`config.mk`:
```
export PLATFORM = sky130hd
export DESIGN_NAME = wb_arbiter
export DESIGN_NICKNAME = d
export VERILOG_FILES = /design/src/rtl/wb_arbiter.sv
export SDC_FILE = /design/constraint.sdc
export NUM_CORES = 1
export LEC_CHECK = 0
export CAP_MARGIN = 20
export CORE_MARGIN = 4
export CORE_UTILIZATION = 39
export DETAILED_ROUTE_END_ITERATION = 6
export HOLD_SLACK_MARGIN = 0.1
export PLACE_DENSITY_LB_ADDON = 0.25
export SLEW_MARGIN = 30
export SYNTH_ARGS = -nofsm -noshare
export SYNTH_HDL_FRONTEND = slang
export SYNTH_SLANG_ARGS = --single-unit
```
`constraint.sdc`:
```
create_clock -name clk -period 5.2 [get_ports clk]
set_input_delay 0.52 -clock clk [delete_from_list [all_inputs] [get_ports clk]]
set_output_delay 0.52 -clock clk [all_outputs]
set_load 0.01 [all_outputs]
```
`src/rtl/wb_arbiter.sv`:
```
// Writeback arbiter: ALU results (strict priority) and buffered long-latency results share one
// registered regfile write port; a pending-write scoreboard flags RAW hazards. Optional macro: WB_BYPASS_EN.
module wb_arbiter #(
  parameter int XLEN       = 64,
  parameter int FIFO_DEPTH = 2
) (
  input  logic            clk,
  input  logic            rst,
  input  logic            alu_valid,
  input  logic [4:0]      alu_rd,
  input  logic [XLEN-1:0] alu_data,
  input  logic            lsu_valid,
  output logic            lsu_ready,
  input  logic [4:0]      lsu_rd,
  input  logic [XLEN-1:0] lsu_data,
  input  logic            iss_valid,
  input  logic [4:0]      iss_rd,
  input  logic [4:0]      chk_addr1,
  input  logic [4:0]      chk_addr2,
  output logic            busy1,
  output logic            busy2,
  output logic            fwd1_valid,
  output logic            fwd2_valid,
  output logic [XLEN-1:0] fwd_data,
  output logic            w_ena,
  output logic [4:0]      w_addr,
  output logic [XLEN-1:0] w_data
);
  localparam int PW = $clog2(FIFO_DEPTH);
  localparam int CW = PW + 1;

  // Handshake: an LSU result transfers on a cycle where lsu_valid && lsu_ready at posedge clk.
  logic [4:0]      rd_mem_q   [FIFO_DEPTH];
  logic [XLEN-1:0] data_mem_q [FIFO_DEPTH];
  logic [PW-1:0]   wr_ptr_q, wr_ptr_d, rd_ptr_q, rd_ptr_d;
  logic [CW-1:0]   count_q, count_d;
  logic [31:0]     pend_q, pend_d;
  logic            w_ena_q, w_ena_d;
  logic [4:0]      w_addr_q, w_addr_d;
  logic [XLEN-1:0] w_data_q, w_data_d;

  logic            full, empty, push, pop;
  logic [4:0]      head_rd;
  logic [XLEN-1:0] head_data;

  assign full      = (count_q == CW'(FIFO_DEPTH));
  assign empty     = (count_q == '0);
  assign lsu_ready = !rst && !full;
  assign push      = lsu_valid && lsu_ready;
  assign pop       = !rst && !alu_valid && !empty;
  assign head_rd   = rd_mem_q[rd_ptr_q];
  assign head_data = data_mem_q[rd_ptr_q];

  always_comb begin
    wr_ptr_d = wr_ptr_q;
    rd_ptr_d = rd_ptr_q;
    count_d  = count_q + CW'(push) - CW'(pop);
    pend_d   = pend_q;
    w_ena_d  = 1'b0;
    w_addr_d = w_addr_q;
    w_data_d = w_data_q;
    if (push) wr_ptr_d = wr_ptr_q + PW'(1);
    if (alu_valid) begin
      w_ena_d  = (alu_rd != 5'd0);
      w_addr_d = alu_rd;
      w_data_d = alu_data;
    end else if (pop) begin
      rd_ptr_d         = rd_ptr_q + PW'(1);
      w_ena_d          = (head_rd != 5'd0);
      w_addr_d         = head_rd;
      w_data_d         = head_data;
      pend_d[head_rd]  = 1'b0;
    end
    // Issue is applied after the pop clear so a same-cycle set wins.
    if (iss_valid) pend_d[iss_rd] = 1'b1;
    pend_d[0] = 1'b0;
  end

  always_ff @(posedge clk) begin
    if (rst) begin
      wr_ptr_q <= '0;
      rd_ptr_q <= '0;
      count_q  <= '0;
      pend_q   <= '0;
      w_ena_q  <= 1'b0;
      w_addr_q <= '0;
      w_data_q <= '0;
    end else begin
      wr_ptr_q <= wr_ptr_d;
      rd_ptr_q <= rd_ptr_d;
      count_q  <= count_d;
      pend_q   <= pend_d;
      w_ena_q  <= w_ena_d;
      w_addr_q <= w_addr_d;
      w_data_q <= w_data_d;
    end
  end

  // Storage needs no reset; validity is tracked by count_q.
  always_ff @(posedge clk) begin
    if (push) begin
      rd_mem_q[wr_ptr_q]   <= lsu_rd;
      data_mem_q[wr_ptr_q] <= lsu_data;
    end
  end

  assign w_ena  = w_ena_q;
  assign w_addr = w_addr_q;
  assign w_data = w_data_q;

`ifdef WB_BYPASS_EN
  // Forward the value being written this cycle, before the regfile can return it.
  assign fwd1_valid = w_ena_q && (w_addr_q == chk_addr1) && (chk_addr1 != 5'd0);
  assign fwd2_valid = w_ena_q && (w_addr_q == chk_addr2) && (chk_addr2 != 5'd0);
  assign fwd_data   = w_data_q;
`else
  assign fwd1_valid = 1'b0;
  assign fwd2_valid = 1'b0;
  assign fwd_data   = '0;
`endif

  assign busy1 = pend_q[chk_addr1] && !fwd1_valid;
  assign busy2 = pend_q[chk_addr2] && !fwd2_valid;
endmodule
```
==> flow_summary.json <==
{
  "status": "complete, no violations",
  "start_kind": "input port",
  "yosys_warnings": 0,
  "antenna_found_initial": 3,
  "dp_hpwl_um": 18200,
  "grt_pass1_vias": 7735,
  "grt_max_degree": 94,
  "dp_slack_ns": 2.056,
  "yosys_register_bits": 244,
  "critPathMostFrequentCell": "clkdlybuf4s50_1",
  "async_reset_ff_share_pct": 0,
  "min_path_type": "reg -> reg",
  "yosysSeqAreaShare_pct": 59.22,
  "slew_violations": 0,
  "cts_resized": 0,
  "crit_required_ns": 4.68,
  "port_buffers": 230,
  "period_minus_slack_ns": 3.135,
  "nFillCells": 2389,
  "mostFrequentLayoutCell": "clkdlybuf4s50_1",
  "cts_inserted_buffers": 26,
  "synthAdderAreaFrac_pct": 0.2365,
  "drt_iter0_markers": 513,
  "final_util_pct": 51.68,
  "final.setup.tns_ns": 0,
  "gr-usage-all-layers_pct": 17.58,
  "post-cts-setup-buffers": 0,
  "grt_pass1_wl_um": 43060,
  "p_per_area_mw_per_mm2": 357.7,
  "slowest_stage": "clkdlybuf4s50_1",
  "grt_setup_unrepaired": "false",
  "coreArea_mm2": 0.02680,
  "die_w_um": 172.7,
  "crit_family": "buffers and inverters",
  "drcViolationCount": 0,
  "nets": 1279,
  "arrival_ns": 2.61,
  "wire_per_inst_um": 18.48,
  "clock-skew-final_ns": 0.006126,
  "ctsHtreeMaxLevel": 1,
  "routed_wl_um": 27350,
  "total_leakage_power_nw": 4.660,
  "ioPinCount": 297,
  "irDropWorstVdd_mv": 0.2238,
  "tightestPinTransition_ns": 0.9271,
  "setup_viol": 0,
  "multi_input_area_mm2": 0.003782,
  "cts_root_buf": "clkbuf_16",
  "ys.flop_type": "edfxtp_1",
  "viasPerCell": 5.208,
  "clk_latency_ns": 0.51,
  "post_synth.cell_area_avg_um2": 11.50,
  "finalCritPeriodShare_pct": 60.28,
  "postLayoutSetupSlackWorst_ns": 2.065,
  "endpoint_kind": "output pin",
  "syn_area_mm2": 0.01058,
  "criticalPathCategory": "in -> out",
  "die_y_um": 172.7,
  "cp_num_buf_inv": 2,
  "hold_viol": 0,
  "holdBufCountCts": 0,
  "path_max_fanout": 7,
  "synth-xor-area-share_pct": 0.3311,
  "synth_edf_count": 138,
  "synth_top_family_by_area": "compound AO/OA/AOI/OAI gates",
  "syn_to_final_growth_pct": 30.90,
  "clock_path_buffers": 3,
  "synth_compound_area_share_pct": 13.17,
  "synth-simple-area-share_pct": 9.508,
  "clkTransAtPathRegs_ns": 0.06,
  "relSlewSlack_pct": 38.05,
  "vias": 7708,
  "rows": 60,
  "fmax_mhz": 319.0,
  "synth.distinct_cells": 42,
  "path_cells": "clkdlybuf4s50_1 -> mux4_2 -> nand2b_1 -> o2111ai_1 -> nand4_1 -> clkdlybuf4s50_1",
  "cts_sinks": 244,
  "synth_cells": 920,
  "grt-ovfl-total": 0,
  "seqCellArea_mm2": 0.006270,
  "layout_common_cells": "clkdlybuf4s50_1 (228), edfxtp_1 (138), dfxtp_1 (105)",
  "final_antenna_net_count": 0,
  "maxCapViolCount": 0,
  "critPathMaxStageDelay_ns": 0.67,
  "die_area_mm2": 0.02983,
  "place.gp.congestion": 0.8614,
  "start_util_pct": 39.48,
  "drive_gt1_share_pct": 6.591,
  "firstDrtPassIters": 4,
  "cts_tree": "done",
  "muxShareOfSynthArea_pct": 9.886
}
## worst paths after layout
path | from | to | slack (ns) | depth (start not counted)
worst max-delay path | chk_addr1[0] | busy1 | 2.07 | 6
worst min-delay path | w_addr[1]$_SDFFE_PP0P_ | w_addr[1]$_SDFFE_PP0P_ | 0.46 | 2
worst max register to register | count_q[0]$_SDFF_PP0_ | w_data[20]$_SDFFE_PP0P_ | 2.81 | 5
worst min register to register | w_addr[1]$_SDFFE_PP0P_ | w_addr[1]$_SDFFE_PP0P_ | 0.46 | 2
## sequential cells by signal (all words and copies together), names as in the netlist, named ones only
name and cells:
data_mem_q 128, w_addr 5, wr_ptr_q 1, rd_ptr_q 1, rd_mem_q 10, w_data 64, w_ena 1, pend_q 31
count_q 2
## metal layers
metal  global-route usage [%]  vias to the layer above  wire length (µm)
met3                    4.919                       36              2135
met4                    3.791                        4               428
met1                    23.66                     3672             12060
met5                        0                        -                24
met2                    28.66                      283             12710
li1                         -                     3713                 -
## tightest hold or removal path, delay by kind of cell, from the launching register on
kind               cells  cell delay (ns)
and+or+nand+nor        1             0.05
AOI/OAI and AO/OA      1             0.05
DFF                    1             0.31
## cells by family (layout without fill, tap and decap cells)
logic type | after synthesis | count (layout)
flip-flops | 244 | 244
buffers and inverters | 144 | 297
multiplexers | 96 | 96
other | 1 | 67
AND/OR/NAND/NOR | 207 | 207
adder cells (fa/ha/maj) | 2 | 2
XOR/XNOR | 4 | 4
AO/OA/AOI/OAI | 222 | 222
## cell usage after synthesis, types with 6 or more instances
| cell type | count | area [µm²] |
|---|---|---|
| dfxtp_1 | 106 | 2122 |
| mux2i_1 | 85 | 850.8 |
| a22oi_1 | 8 | 60.06 |
| buf_4 | 66 | 495.5 |
| inv_1 | 10 | 37.54 |
| nor2b_1 | 6 | 37.54 |
| nand2_1 | 75 | 281.5 |
| nor2_1 | 14 | 52.55 |
| o211ai_1 | 91 | 683.2 |
| edfxtp_1 | 138 | 4144 |
| nand2b_1 | 6 | 37.54 |
| clkbuf_1 | 55 | 206.5 |
| buf_2 | 7 | 35.03 |
| o21ai_0 | 30 | 150.1 |
| nand3_1 | 78 | 390.4 |
| mux4_2 | 6 | 135.1 |
| a21oi_1 | 83 | 415.4 |
## layout make-up
cell class	instances	area share, %
inverter	10	0.2710
tap	341	3.081
sequential	244	45.27
clock inverter	11	1.337
multi-input combinational	597	27.31
timing repair buffer	240	17.22
antenna	1	0.01807
clock buffer	36	5.493
## power by group
part	leakage, nW	internal, mW	switching (mW)
Sequential	2.14	2.16	0.0525
Combinational	2.06	0.349	0.403
Clock	0.461	1.27	0.725
Total	4.66	3.77	1.18
## through the flow
step | cell area (µm²) | instances | power (mW) | hold slack (ns)
final | 13850 | 1480 | 4.954 | 0.4618
after global routing | 13850 | 1480 | 5.162 | 0.4893
after CTS | 13840 | 1479 | 5.015 | 0.4662
after detailed placement | 12890 | 1432 | 3.008 | 0.4507
after global placement | 12890 | 1432 | 3.001 | 0.4517
after floorplan | 10820 | 985 | 2.709 | 0.4609
Note: power is estimated with default switching activity, not from simulation.
